**config.mk**
```make
export PLATFORM = sky130hd
export DESIGN_NAME = mobilenet_v1_pw_sched
export DESIGN_NICKNAME = d
export VERILOG_FILES = /design/src/rtl/mobilenet_v1_pkg.sv /design/src/rtl/mobilenet_v1_pw_idx_counter.sv /design/src/rtl/mobilenet_v1_pw_sched.sv
export SDC_FILE = /design/constraint.sdc
export NUM_CORES = 1
export LEC_CHECK = 0
export BUFFER_PORTS_ARGS = -buffer_cell sky130_fd_sc_hd__buf_2
export CORE_MARGIN = 2
export CORE_UTILIZATION = 39
export DETAILED_ROUTE_END_ITERATION = 8
export GPL_ROUTABILITY_DRIVEN = 0
export HOLD_SLACK_MARGIN = 0.05
export PLACE_DENSITY = 0.7
export SETUP_SLACK_MARGIN = 0.4
export SYNTH_ARGS = -nofsm -noshare
export SYNTH_HDL_FRONTEND = slang
export SYNTH_SLANG_ARGS = --single-unit
export TNS_END_PERCENT = 50
```
**constraint.sdc**
```tcl
create_clock -name clk -period 4.5 [get_ports clk]
set_input_delay 0.225 -clock clk [delete_from_list [all_inputs] [get_ports clk]]
set_output_delay 0.225 -clock clk [all_outputs]
set_load 0.05 [all_outputs]
```
**src/rtl/mobilenet_v1_pkg.sv**
```systemverilog
// Shared types and default sizing for the MobileNet v1 pointwise parameter path.
// Used by the pointwise scheduler and the parameter cache.
package mobilenet_v1_pkg;

    localparam int DEFAULT_DIM_W    = 16;
    localparam int DEFAULT_PW_GROUP = 8;

    typedef enum logic [2:0] {
        IDLE,
        LOAD_REQ,
        LOAD_WAIT,
        RUN,
        DONE
    } pw_sched_state_t;

endpackage

```
**src/rtl/mobilenet_v1_pw_idx_counter.sv**
```systemverilog
// Nested input-channel / group-local output-channel counter for the pointwise scheduler.
// Flags the last beat of an output channel, of a group and of the whole layer.
module mobilenet_v1_pw_idx_counter
    import mobilenet_v1_pkg::*;
#(
    parameter int DIM_W    = DEFAULT_DIM_W,
    parameter int PW_GROUP = DEFAULT_PW_GROUP
) (
    input  logic             clk,
    input  logic             rst_n,
    input  logic             clear,
    input  logic             advance,
    input  logic [DIM_W-1:0] in_c,
    input  logic [DIM_W-1:0] out_c,
    input  logic [DIM_W-1:0] group_base,
    output logic [DIM_W-1:0] in_idx,
    output logic [DIM_W-1:0] out_idx,
    output logic             in_wrap,
    output logic             group_end,
    output logic             layer_end
);

    localparam logic [DIM_W-1:0] ONE        = DIM_W'(1);
    localparam logic [DIM_W-1:0] LOCAL_LAST = DIM_W'(PW_GROUP - 1);

    logic [DIM_W-1:0] in_q;
    logic [DIM_W-1:0] local_q;
    logic             out_last;

    assign in_idx    = in_q;
    assign out_idx   = group_base + local_q;
    assign out_last  = (out_idx == out_c - ONE);
    assign in_wrap   = (in_q == in_c - ONE);
    assign group_end = in_wrap && ((local_q == LOCAL_LAST) || out_last);
    assign layer_end = in_wrap && out_last;

    // A group-end wrap returns local to 0 so the next group starts clean.
    always_ff @(posedge clk or negedge rst_n) begin
        if (!rst_n) begin
            in_q    <= '0;
            local_q <= '0;
        end else if (clear) begin
            in_q    <= '0;
            local_q <= '0;
        end else if (advance) begin
            if (in_wrap) begin
                in_q    <= '0;
                local_q <= group_end ? '0 : local_q + ONE;
            end else begin
                in_q <= in_q + ONE;
            end
        end
    end

endmodule

```
**src/rtl/mobilenet_v1_pw_sched.sv**
```systemverilog
// Pointwise-layer sequencer: requests cached weight groups and steps channel indices to the PW MAC.
// Optional perf counters are enabled with MOBILENET_PW_SCHED_PERF_EN.
module mobilenet_v1_pw_sched
    import mobilenet_v1_pkg::*;
#(
    parameter int DIM_W    = DEFAULT_DIM_W,
    parameter int PW_GROUP = DEFAULT_PW_GROUP
) (
    input  logic             clk,
    input  logic             rst_n,
    input  logic             start,
    input  logic [DIM_W-1:0] layer_in_c,
    input  logic [DIM_W-1:0] layer_out_c,
    output logic             busy,
    output logic             done,
    output logic             error,
    output logic             pw_group_req,
    output logic [DIM_W-1:0] pw_group_idx,
    input  logic             pw_group_ready,
    output logic [DIM_W-1:0] pw_in_ch_idx,
    output logic [DIM_W-1:0] pw_out_ch_idx,
    output logic             mac_valid,
    input  logic             mac_ready,
    output logic             mac_last
`ifdef MOBILENET_PW_SCHED_PERF_EN
    ,
    output logic [31:0]      perf_load_cycles,
    output logic [31:0]      perf_stall_cycles
`endif
);

    localparam logic [DIM_W-1:0] ONE     = DIM_W'(1);
    localparam logic [DIM_W-1:0] GROUP_W = DIM_W'(PW_GROUP);

    pw_sched_state_t  state_q, state_d;
    logic [DIM_W-1:0] in_c_q, out_c_q, group_q, group_base;
    logic             error_q, wait_seen_q;
    logic             start_ok, dims_zero, handshake;
    logic             in_wrap, group_end, layer_end;

    assign start_ok   = (state_q == IDLE) && start;
    assign dims_zero  = (layer_in_c == '0) || (layer_out_c == '0);
    assign handshake  = (state_q == RUN) && mac_ready;
    assign group_base = group_q * GROUP_W;

    mobilenet_v1_pw_idx_counter #(
        .DIM_W    (DIM_W),
        .PW_GROUP (PW_GROUP)
    ) u_idx (
        .clk        (clk),
        .rst_n      (rst_n),
        .clear      (start_ok && !dims_zero),
        .advance    (handshake),
        .in_c       (in_c_q),
        .out_c      (out_c_q),
        .group_base (group_base),
        .in_idx     (pw_in_ch_idx),
        .out_idx    (pw_out_ch_idx),
        .in_wrap    (in_wrap),
        .group_end  (group_end),
        .layer_end  (layer_end)
    );

    always_ff @(posedge clk or negedge rst_n) begin
        if (!rst_n) begin
            state_q     <= IDLE;
            in_c_q      <= '0;
            out_c_q     <= '0;
            group_q     <= '0;
            error_q     <= 1'b0;
            wait_seen_q <= 1'b0;
        end else begin
            state_q     <= state_d;
            wait_seen_q <= (state_q == LOAD_WAIT);
            if (start_ok) begin
                error_q <= dims_zero;
                group_q <= '0;
                if (!dims_zero) begin
                    in_c_q  <= layer_in_c;
                    out_c_q <= layer_out_c;
                end
            end else if (handshake && group_end && !layer_end) begin
                group_q <= group_q + ONE;
            end else if (state_q == DONE) begin
                group_q <= '0;
            end
        end
    end

    // The first LOAD_WAIT cycle ignores ready so a level left over from the previous group cannot leak through.
    always_comb begin
        state_d = state_q;
        case (state_q)
            IDLE:      if (start) state_d = dims_zero ? DONE : LOAD_REQ;
            LOAD_REQ:  state_d = LOAD_WAIT;
            LOAD_WAIT: if (wait_seen_q && pw_group_ready) state_d = RUN;
            RUN:       if (handshake && group_end) state_d = layer_end ? DONE : LOAD_REQ;
            DONE:      state_d = IDLE;
            default:   state_d = IDLE;
        endcase
    end

    assign busy         = (state_q != IDLE);
    assign done         = (state_q == DONE);
    assign error        = error_q;
    assign pw_group_req = (state_q == LOAD_REQ);
    assign pw_group_idx = group_q;
    assign mac_valid    = (state_q == RUN);
    assign mac_last     = mac_valid && in_wrap;

`ifdef MOBILENET_PW_SCHED_PERF_EN
    always_ff @(posedge clk or negedge rst_n) begin
        if (!rst_n) begin
            perf_load_cycles  <= '0;
            perf_stall_cycles <= '0;
        end else if (start_ok) begin
            perf_load_cycles  <= '0;
            perf_stall_cycles <= '0;
        end else begin
            if (((state_q == LOAD_REQ) || (state_q == LOAD_WAIT)) && (perf_load_cycles != '1))
                perf_load_cycles <= perf_load_cycles + 32'd1;
            if ((state_q == RUN) && !mac_ready && (perf_stall_cycles != '1))
                perf_stall_cycles <= perf_stall_cycles + 32'd1;
        end
    end
`endif

endmodule

```
# --- Word level (Yosys, flattened, before mapping) ---
# Cells that the tools add are included.
op_classes:
  addsub: 6
  n_eq_ne: 10
  muxes: 16
  n_bitwise: 1
  n_reduce_logical: 23
ops:
  columns: ["cell", "n"]
  rows:
  - ["$mux W16", 10]
  - ["$add A16 B1 Y16 const B", 3]
  - ["$eq A16 B16 Y1", 2]
  - ["$logic_not A16 Y1", 2]
  - ["$sub A16 B1 Y16 const B", 2]
  - ["$add A16 B16 Y16", 1]
  - ["$eq A16 B3 Y1 const B", 1]
  - ["$mux W3", 5]
  - ["$pmux W3 S4", 1]
  - ["$logic_and A1 B1 Y1", 9]
  - ["$eq A3 B2 Y1 const B", 2]
  - ["$reduce_bool A3 Y1", 2]
  - ["$ne A2 B1 Y1 const B", 2]
  - ["$reduce_and A2 Y1", 2]
  - ["$reduce_bool A2 Y1", 2]
  - ["$eq A3 B1 Y1 const B", 1]
  - ["$eq A3 B3 Y1 const B", 1]
  - ["$logic_not A3 Y1", 1]
  - ["$reduce_and A3 Y1", 1]
  - ["$logic_not A1 Y1", 2]
  - ["$logic_or A1 B1 Y1", 2]
  - ["$ne A2 B2 Y1 const B", 1]
  - ["$not A1 Y1", 1]
word_totals:
  ff_bits: 85
  inputBits: 37
  output_inout_bits: 54
  elab_cells: 64

# --- Logic depth before layout (Yosys ltp) ---
# Gate-level depths: netlist of the first run.
logic_depth:
  depth_word: 8
  depth_mapped: 15
  mapped_depth_nobuf: 12

# --- Modules after synthesis ---
# Synthesis of the first run repeated with hierarchy kept, for this count alone.
unflattened:
  cells_unflattened: 649
  hier_area_um2: 6094.6
by_module_without_submodules:
  columns: ["module", "instances", "cells_per_inst", "area_each_um2", "seq_area_each_um2"]
  rows:
  - ["mobilenet_v1_pw_idx_counter", 1, 439, 3604.7, 800.8]
  - ["mobilenet_v1_pw_sched", 1, 210, 2489.9, 1326.3]

# --- Worst setup path after synthesis of the first run ---
# Ideal clock, no wire load.
synth_timing:
  path_kind: "register -> register"
  start: "register group_q[0] (netlist: pw_group_idx[0])"
  end: "register group_q[10] (netlist: pw_group_idx[10])"
  setup_ns: 0.124
  arrival_time_ns: 4.411
  t_required_ns: 4.376
  slack_ns: -0.034
  stages_incl_launch_ff: 15
  n_path_buf: 2
  synth_period_minus_slack_ns: 4.534
  path_cell_list: "dfrtp_1 ha_1 inv_1 fa_1 nor2b_1 o2111ai_1 and2_1 clkbuf_1 a211oi_2 xor3_1 a22o_1 a41oi_4 nor2b_2 buf_6 a211o_1"
synth_between:
  elab_chain_cells: 8
  word_cells_on_any_way: 12
  classes_between: "add/sub (2); eq/ne (1); mux (2); reduce/logical (7)"
synth_rtl:
  columns: ["element", "line_no", "rtl"]
  rows:
  - ["start, declared", "mobilenet_v1_pw_sched.sv:36", "logic [DIM_W-1:0] in_c_q, out_c_q, group_q, group_base;"]
  - ["start signal, assigned", "mobilenet_v1_pw_sched.sv:83", "group_q <= group_q + ONE;"]
  - ["$add A16 B16 Y16 *", "mobilenet_v1_pw_idx_counter.sv:31", "assign out_idx = group_base + local_q;"]
  - ["net pw_out_ch_idx[11]", "mobilenet_v1_pw_sched.sv:21", "output logic [DIM_W-1:0] pw_out_ch_idx,"]
  - ["$eq A16 B16 Y1 *", "mobilenet_v1_pw_idx_counter.sv:32", "assign out_last = (out_idx == out_c - ONE);"]
  - ["$logic_or A1 B1 Y1", "mobilenet_v1_pw_idx_counter.sv:34", "assign group_end = in_wrap && ((local_q == LOCAL_LAST) || out_last);"]
  - ["$logic_and A1 B1 Y1", "mobilenet_v1_pw_idx_counter.sv:34", null]
  - ["$logic_and A1 B1 Y1", "mobilenet_v1_pw_sched.sv:82", "end else if (handshake && group_end && !layer_end) begin"]
  - ["$logic_and A1 B1 Y1 *", "mobilenet_v1_pw_sched.sv:82", null]
  - ["$mux W16", "mobilenet_v1_pw_sched.sv:82", null]
  - ["$mux W16", "mobilenet_v1_pw_sched.sv:75", "if (start_ok) begin"]
# Mark *: on every way through the listed nets, which the timed path passes. The rest lies on a longest branch.
# A chain may end at the register's enable or synchronous reset.

# --- Worst setup path after layout of the first run ---
layout_timing:
  start: "register u_idx.local_q[3]"
  end: "register group_q[0] (netlist: pw_group_idx[0])"
layout_between:
  elab_chain_cells: 8
  word_cells_on_any_way: 12
  classes_between: "add/sub (1); eq/ne (2); mux (2); reduce/logical (7)"
layout_rtl:
  columns: ["element", "line_no", "rtl"]
  rows:
  - ["start, declared", "mobilenet_v1_pw_idx_counter.sv:27", "logic [DIM_W-1:0] local_q;"]
  - ["start signal, assigned", "mobilenet_v1_pw_idx_counter.sv:48", "local_q <= group_end ? '0 : local_q + ONE;"]
  - ["$add A16 B16 Y16", "mobilenet_v1_pw_idx_counter.sv:31", null]
  - ["$eq A16 B16 Y1", "mobilenet_v1_pw_idx_counter.sv:32", null]
  - ["$logic_or A1 B1 Y1", "mobilenet_v1_pw_idx_counter.sv:34", null]
  - ["$logic_and A1 B1 Y1", "mobilenet_v1_pw_idx_counter.sv:34", null]
  - ["$logic_and A1 B1 Y1", "mobilenet_v1_pw_sched.sv:82", null]
  - ["$logic_and A1 B1 Y1 *", "mobilenet_v1_pw_sched.sv:82", null]
  - ["$mux W16", "mobilenet_v1_pw_sched.sv:82", null]
  - ["$mux W16", "mobilenet_v1_pw_sched.sv:75", null]
# Mark *: on every way between the ends. The rest lies on a longest branch, timed or not.

==> results.ini, run 1 <==
[setup_path]
cpPeakStageDelay_ns = 0.54
path_max_fanout = 15
crit_required_ns = 4.78
crit_slowest_cell = nor2b_2
worstRegToRegCells = 12
cp_cell_sequence = ha_1 -> inv_1 -> fa_1 -> nor2b_1 -> o2111ai_1 -> and2_1 -> a211oi_4 -> xnor2_1 -> nor4_2 -> a41oi_4 -> nor2b_2 -> mux2_2
setup.worst_path.end_class = flop
critPathKind = reg2reg
startpoint_type = flop
critPathArrivalTime_ns = 4.08

[synthesis]
synth_nets = 733
ys_ff_latch = 85
ys_warn_count = 0
ys_types = 70
synthArstFlopShare_pct = 100
syn_area_mm2 = 0.00616
ys.flop_type = dfrtp_1
synth_edf_count = 0
postSynthCellCount = 678
syn_avg_cell_area_um2 = 9.09
yosysSeqAreaShare_pct = 34.5

[drt]
drc = 0
postRouteAntennaNets = 0
wl_per_cell_um = 16.3
firstDrtPassIters = 4
wl_um = 15800
drtIter0Drc = 308
vias = 5446
vias_per_cell = 5.60

[job]
max_cap_viol_count = 0

[timing]
clock_skew_ns = 0.0120
report.final.slew_viol_count = 0
fmax_mhz = 263
hold_ws_ns = 0.116
max_slew_margin_pct = 42.1
finalSetupTns_ns = 0
hold_viol_final = 0
fin_crit_ns = 3.80
setup-violations-final = 0
rsz0062_at_grt = false
tightest_slew_ns = 0.866
period_share_pct = 84.5

[layout]
n_fill_cell = 1511
multiInputGateArea_mm2 = 0.00384
register_area_mm2 = 0.00213
layoutNonFillerInstCount = 972
diodes = 0
drive_gt1_share_pct = 21.0
nets = 811
syn_to_final_growth_pct = 16.1

[clock_tree]
post-cts-setup-buffers = 0
root_buffer = clkbuf_16
clock_latency_ns = 0.35
tritoncts = built
htree_levels = 3
cts_max_path_buffers = 2
clkTransAtPathRegs_ns = 0.07
clock-sinks = 85
cts_buffers = 9

[pwr]
finalPower_mw = 1.81
powerDensity_mw_per_mm2 = 253
irDropWorstVdd_mv = 0.277
static-leakage-power_nw = 3.58

[global_route]
grt_max_degree = 66
antenna_found_initial = 0
grt_pass1_vias = 4920
overflow = 0
grt.total_usage_pct = 19.5
grt_pass1_wl_um = 26000

[min_path]
min_delay_path_depth = 2
hold_class = in2reg

[placement]
dpl.hpwl_um = 11800
io_buffer_count = 90
numPlacedInstances = 955

[floorplanning]
fp.dieH_um = 130
initial_core_util_pct = 40.3
fp-row-count = 45
core_mm2 = 0.0153
ios = 91
die_w_um = 130
die_area_mm2 = 0.0168

[outcome]
outcome = completed

-- metrics by stage --
stage	instance area [um2]	setup WS [ns]	util, %
after floorplan	6190	0.468	-
after global placement	6810	0.849	44.5
after global routing	7160	0.408	46.7
after detailed placement	6810	0.719	44.5
final	7160	0.698	46.7
after CTS	7160	0.690	46.7
-- where the power goes --
part | total, mW | switching, mW | internal [mW]
clock network | 0.843 | 0.337 | 0.507
registers | 0.805 | 0.0270 | 0.778
logic | 0.165 | 0.114 | 0.0510
total | 1.81 | 0.478 | 1.34
-- state kept, by name, summed over array words and instances, names as in the netlist --
signal,cells
in_c_q,16
out_c_q,16
pw_group_idx,16
u_idx.in_idx,16
u_idx.local_q,16
state_q,3
error,1
wait_seen_q,1
-- worst paths after layout --
check | from | endpoint | slack (ns)
hold reg to reg | pw_group_idx[15]$_DFFE_PN0P_ | pw_group_idx[15]$_DFFE_PN0P_ | 0.51
min in group asynchronous | rst_n | pw_group_idx[10]$_DFFE_PN0P_ | 0.31
setup / recovery | u_idx.local_q[3]$_DFFE_PN0P_ | pw_group_idx[0]$_DFFE_PN0P_ | 0.70
hold / removal | layer_in_c[7] | in_c_q[7]$_DFFE_PN0P_ | 0.12
setup reg to reg | u_idx.local_q[3]$_DFFE_PN0P_ | pw_group_idx[0]$_DFFE_PN0P_ | 0.70
max in group asynchronous | rst_n | out_c_q[12]$_DFFE_PN0P_ | 3.07
-- per-layer routing --
metal	vias to the layer above	global-route usage (%)	wire (um)
met5	-	0	0
met4	0	5.76	238
met3	16	3.73	823
met2	137	31.1	7380
met1	2605	27.0	7370
li1	2688	-	-
-- area by class of cell --
class / count / area share [%]
Multi-Input combinational cell: 543 / 53.6
Sequential cell: 85 / 29.8
Timing Repair Buffer: 99 / 7.31
Tap cell: 211 / 3.69
Clock buffer: 10 / 3.34
Clock inverter: 6 / 1.33
Inverter: 18 / 0.944
-- synth_stat cells, types with 18 or more instances --
library cell	count	area (um2)
and3_1	22	138
nor3_1	23	115
clkbuf_1	21	78.8
dfrtp_1	85	2130
nand2_1	61	229
xor2_1	21	184
o21ai_0	34	170
xnor2_1	31	272
nor4_1	23	144
inv_1	18	67.6
nand3_1	23	115
mux2_2	33	372
nor2_1	39	146
-- kinds of logic after synthesis --
logic type / count (synthesis) / share of synthesized area, %
AO/OA/AOI/OAI: 154 / 17.9
XOR/XNOR: 57 / 9.23
flip-flops: 85 / 34.5
adder cells (fa/ha/maj): 18 / 3.78
AND/OR/NAND/NOR: 281 / 25.0
multiplexers: 33 / 6.03
buffers and inverters: 50 / 3.59
-- worst max-delay path, delay by kind of cell (launching register included) --
kind,cells,cell delay [ns]
buffers and inverters,1,0.05
XOR/XNOR,1,0.14
AND/OR/NAND/NOR,4,1.45
flip-flops,1,0.47
multiplexers,1,0.26
AO/OA/AOI/OAI,3,0.75
adder cells (fa/ha/maj),2,0.61
-- timing repair --
action | 4_1_cts | 5_1_grt
endpoints found under the hold margin | 20 | 0
gates resized for setup | 0 | 0
hold buffers | 1 | 0
-- cell usage in the layout, fill, tap and decap left out, types with 8 or more instances in the layout --
master,count
ha_1,17
o31ai_1,10
a211o_1,13
inv_1,18
a22o_1,9
nor3_1,23
buf_4,9
xnor2_1,31
dfrtp_1,83
clkbuf_16,9
or3_1,11
and3_1,22
mux2_2,33
and2_1,10
o21ai_0,34
nor4_1,22
and3b_1,13
buf_2,89
nand4_1,14
a21oi_1,15
nor2_1,39
nand2_1,61
nand3_1,23
xor2_1,21
o21ai_1,8
a21o_1,12
(Power assumes the default switching activity.)
==> inputs of run 2 (changes only) <==
- clock period: 4.5 -> 3.95 ns (I/O delays scaled with it)
==> results.ini, run 2 (synthesized netlist as in run 1, its figures left out) <==
[drt]
wl_per_cell_um = 16.3
wl_um = 16100
drtIter0Drc = 319
vias = 5577
postRouteAntennaNets = 0
vias_per_cell = 5.65
firstDrtPassIters = 5
drc = 0

[clock_tree]
htree_levels = 3
cts_buffers = 9
cts_max_path_buffers = 2
clock_latency_ns = 0.35
tritoncts = built
clkTransAtPathRegs_ns = 0.07
root_buffer = clkbuf_16
clock-sinks = 85

[setup_path]
critPathKind = reg2reg
setup.worst_path.end_class = flop
critPathArrivalTime_ns = 3.75
path_max_fanout = 7
startpoint_type = flop
crit_required_ns = 4.19

[timing]
tightest_slew_ns = 0.762
fin_crit_ns = 3.51
period_share_pct = 88.9
report.final.slew_viol_count = 0
rsz0062_at_grt = true
finalSetupTns_ns = 0
setup-violations-final = 0
clock_skew_ns = 0.00879
hold_viol_final = 0
max_slew_margin_pct = 49.0
fmax_mhz = 285

[outcome]
outcome = completed

[pwr]
static-leakage-power_nw = 3.70
powerDensity_mw_per_mm2 = 275
irDropWorstVdd_mv = 0.374

[layout]
final_cell_mix = 90 x buf_2, 76 x dfrtp_1, 61 x nand2_1, 38 x nor2_1, 34 x o21ai_0
drive_gt1_share_pct = 26.8
diodes = 0
syn_to_final_growth_pct = 20.5
nets = 826
n_fill_cell = 1457
mostFrequentLayoutCell = buf_2
fin_area_mm2 = 0.00743
layoutNonFillerInstCount = 987

[global_route]
grt_pass1_vias = 5100
antenna_found_initial = 0
grt_pass1_wl_um = 25800
grt_max_degree = 49
grt.total_usage_pct = 19.4
overflow = 0

[floorplanning]
initial_core_util_pct = 40.3
ios = 91
die_w_um = 130
fp-row-count = 45
die_area_mm2 = 0.0168
fp.dieH_um = 130
core_mm2 = 0.0153

[job]
max_cap_viol_count = 0

[placement]
dpl_cell_area_mm2 = 0.00688
io_buffer_count = 90
dpl.hpwl_um = 12000
numPlacedInstances = 959

[min_path]
hold_class = in2reg

[run 2: layer usage]
layer,vias to the layer above,wire [um],global-route usage [%]
li1,2710,-,-
met1,2686,7370,26.9
met2,158,7600,30.9
met3,23,906,3.73
met4,0,265,5.76
met5,-,0,0
[run 2: worst paths after layout]
kind	from	end	slack, ns	depth (start not counted)
setup / recovery	out_c_q[2]$_DFFE_PN0P_	pw_group_idx[10]$_DFFE_PN0P_	0.44	11
hold / removal	layer_in_c[4]	in_c_q[4]$_DFFE_PN0P_	0.09	2
setup reg to reg	out_c_q[2]$_DFFE_PN0P_	pw_group_idx[10]$_DFFE_PN0P_	0.44	11
hold reg to reg	pw_group_idx[15]$_DFFE_PN0P_	pw_group_idx[15]$_DFFE_PN0P_	0.53	1
max in group asynchronous	rst_n	out_c_q[2]$_DFFE_PN0P_	2.57	3
min in group asynchronous	rst_n	pw_group_idx[15]$_DFFE_PN0P_	0.41	2
[run 2: power breakdown]
group | switching (mW) | internal (mW)
clock network | 0.377 | 0.558
registers | 0.0297 | 0.886
logic | 0.133 | 0.0593
total | 0.539 | 1.50
[run 2: what timing repair did]
action | CTS | global route
pin swaps | 3 | 7
endpoints found under the hold margin | 47 | 0
gates cloned | 0 | 2
hold buffers | 1 | 0
gates resized for setup | 2 | 33
setup endpoints to repair | 26 | 29
setup buffers | 4 | 5
[run 2: layout make-up]
class / instances / area [um2] / share of cell area, %
multi-input cells: 543 / 3980 / 53.6
flip-flops and latches: 85 / 2140 / 28.8
repair buffers: 114 / 653 / 8.79
well taps: 211 / 264 / 3.55
clock buffers: 9 / 225 / 3.03
clock inverters: 7 / 97.6 / 1.31
inverters: 18 / 67.6 / 0.909
[run 2: worst max-delay path: stages, from the launching register on]
cell     delay (ns)
dfrtp_2        0.43
or4_4          0.54
or4b_4         0.53
or3_1          0.33
xor2_1         0.16
xnor2_1        0.15
nor4_2         0.26
buf_4          0.17
a41oi_4        0.19
buf_2          0.21
and3b_1        0.16
a211o_1        0.26
[run 2: per-stage QoR]
step / setup WS, ns / util (%) / power, mW / hold WS (ns)
final: 0.438 / 48.5 / 2.04 / 0.0871
after global routing: 0.345 / 48.5 / 2.12 / 0.0919
after CTS: 0.399 / 47.3 / 2.06 / 0.0796
after global placement: 0.342 / 44.9 / 1.12 / 0.255
after floorplan: 0.148 / - / 1.04 / -0.0981
after detailed placement: 0.281 / 44.9 / 1.12 / 0.254
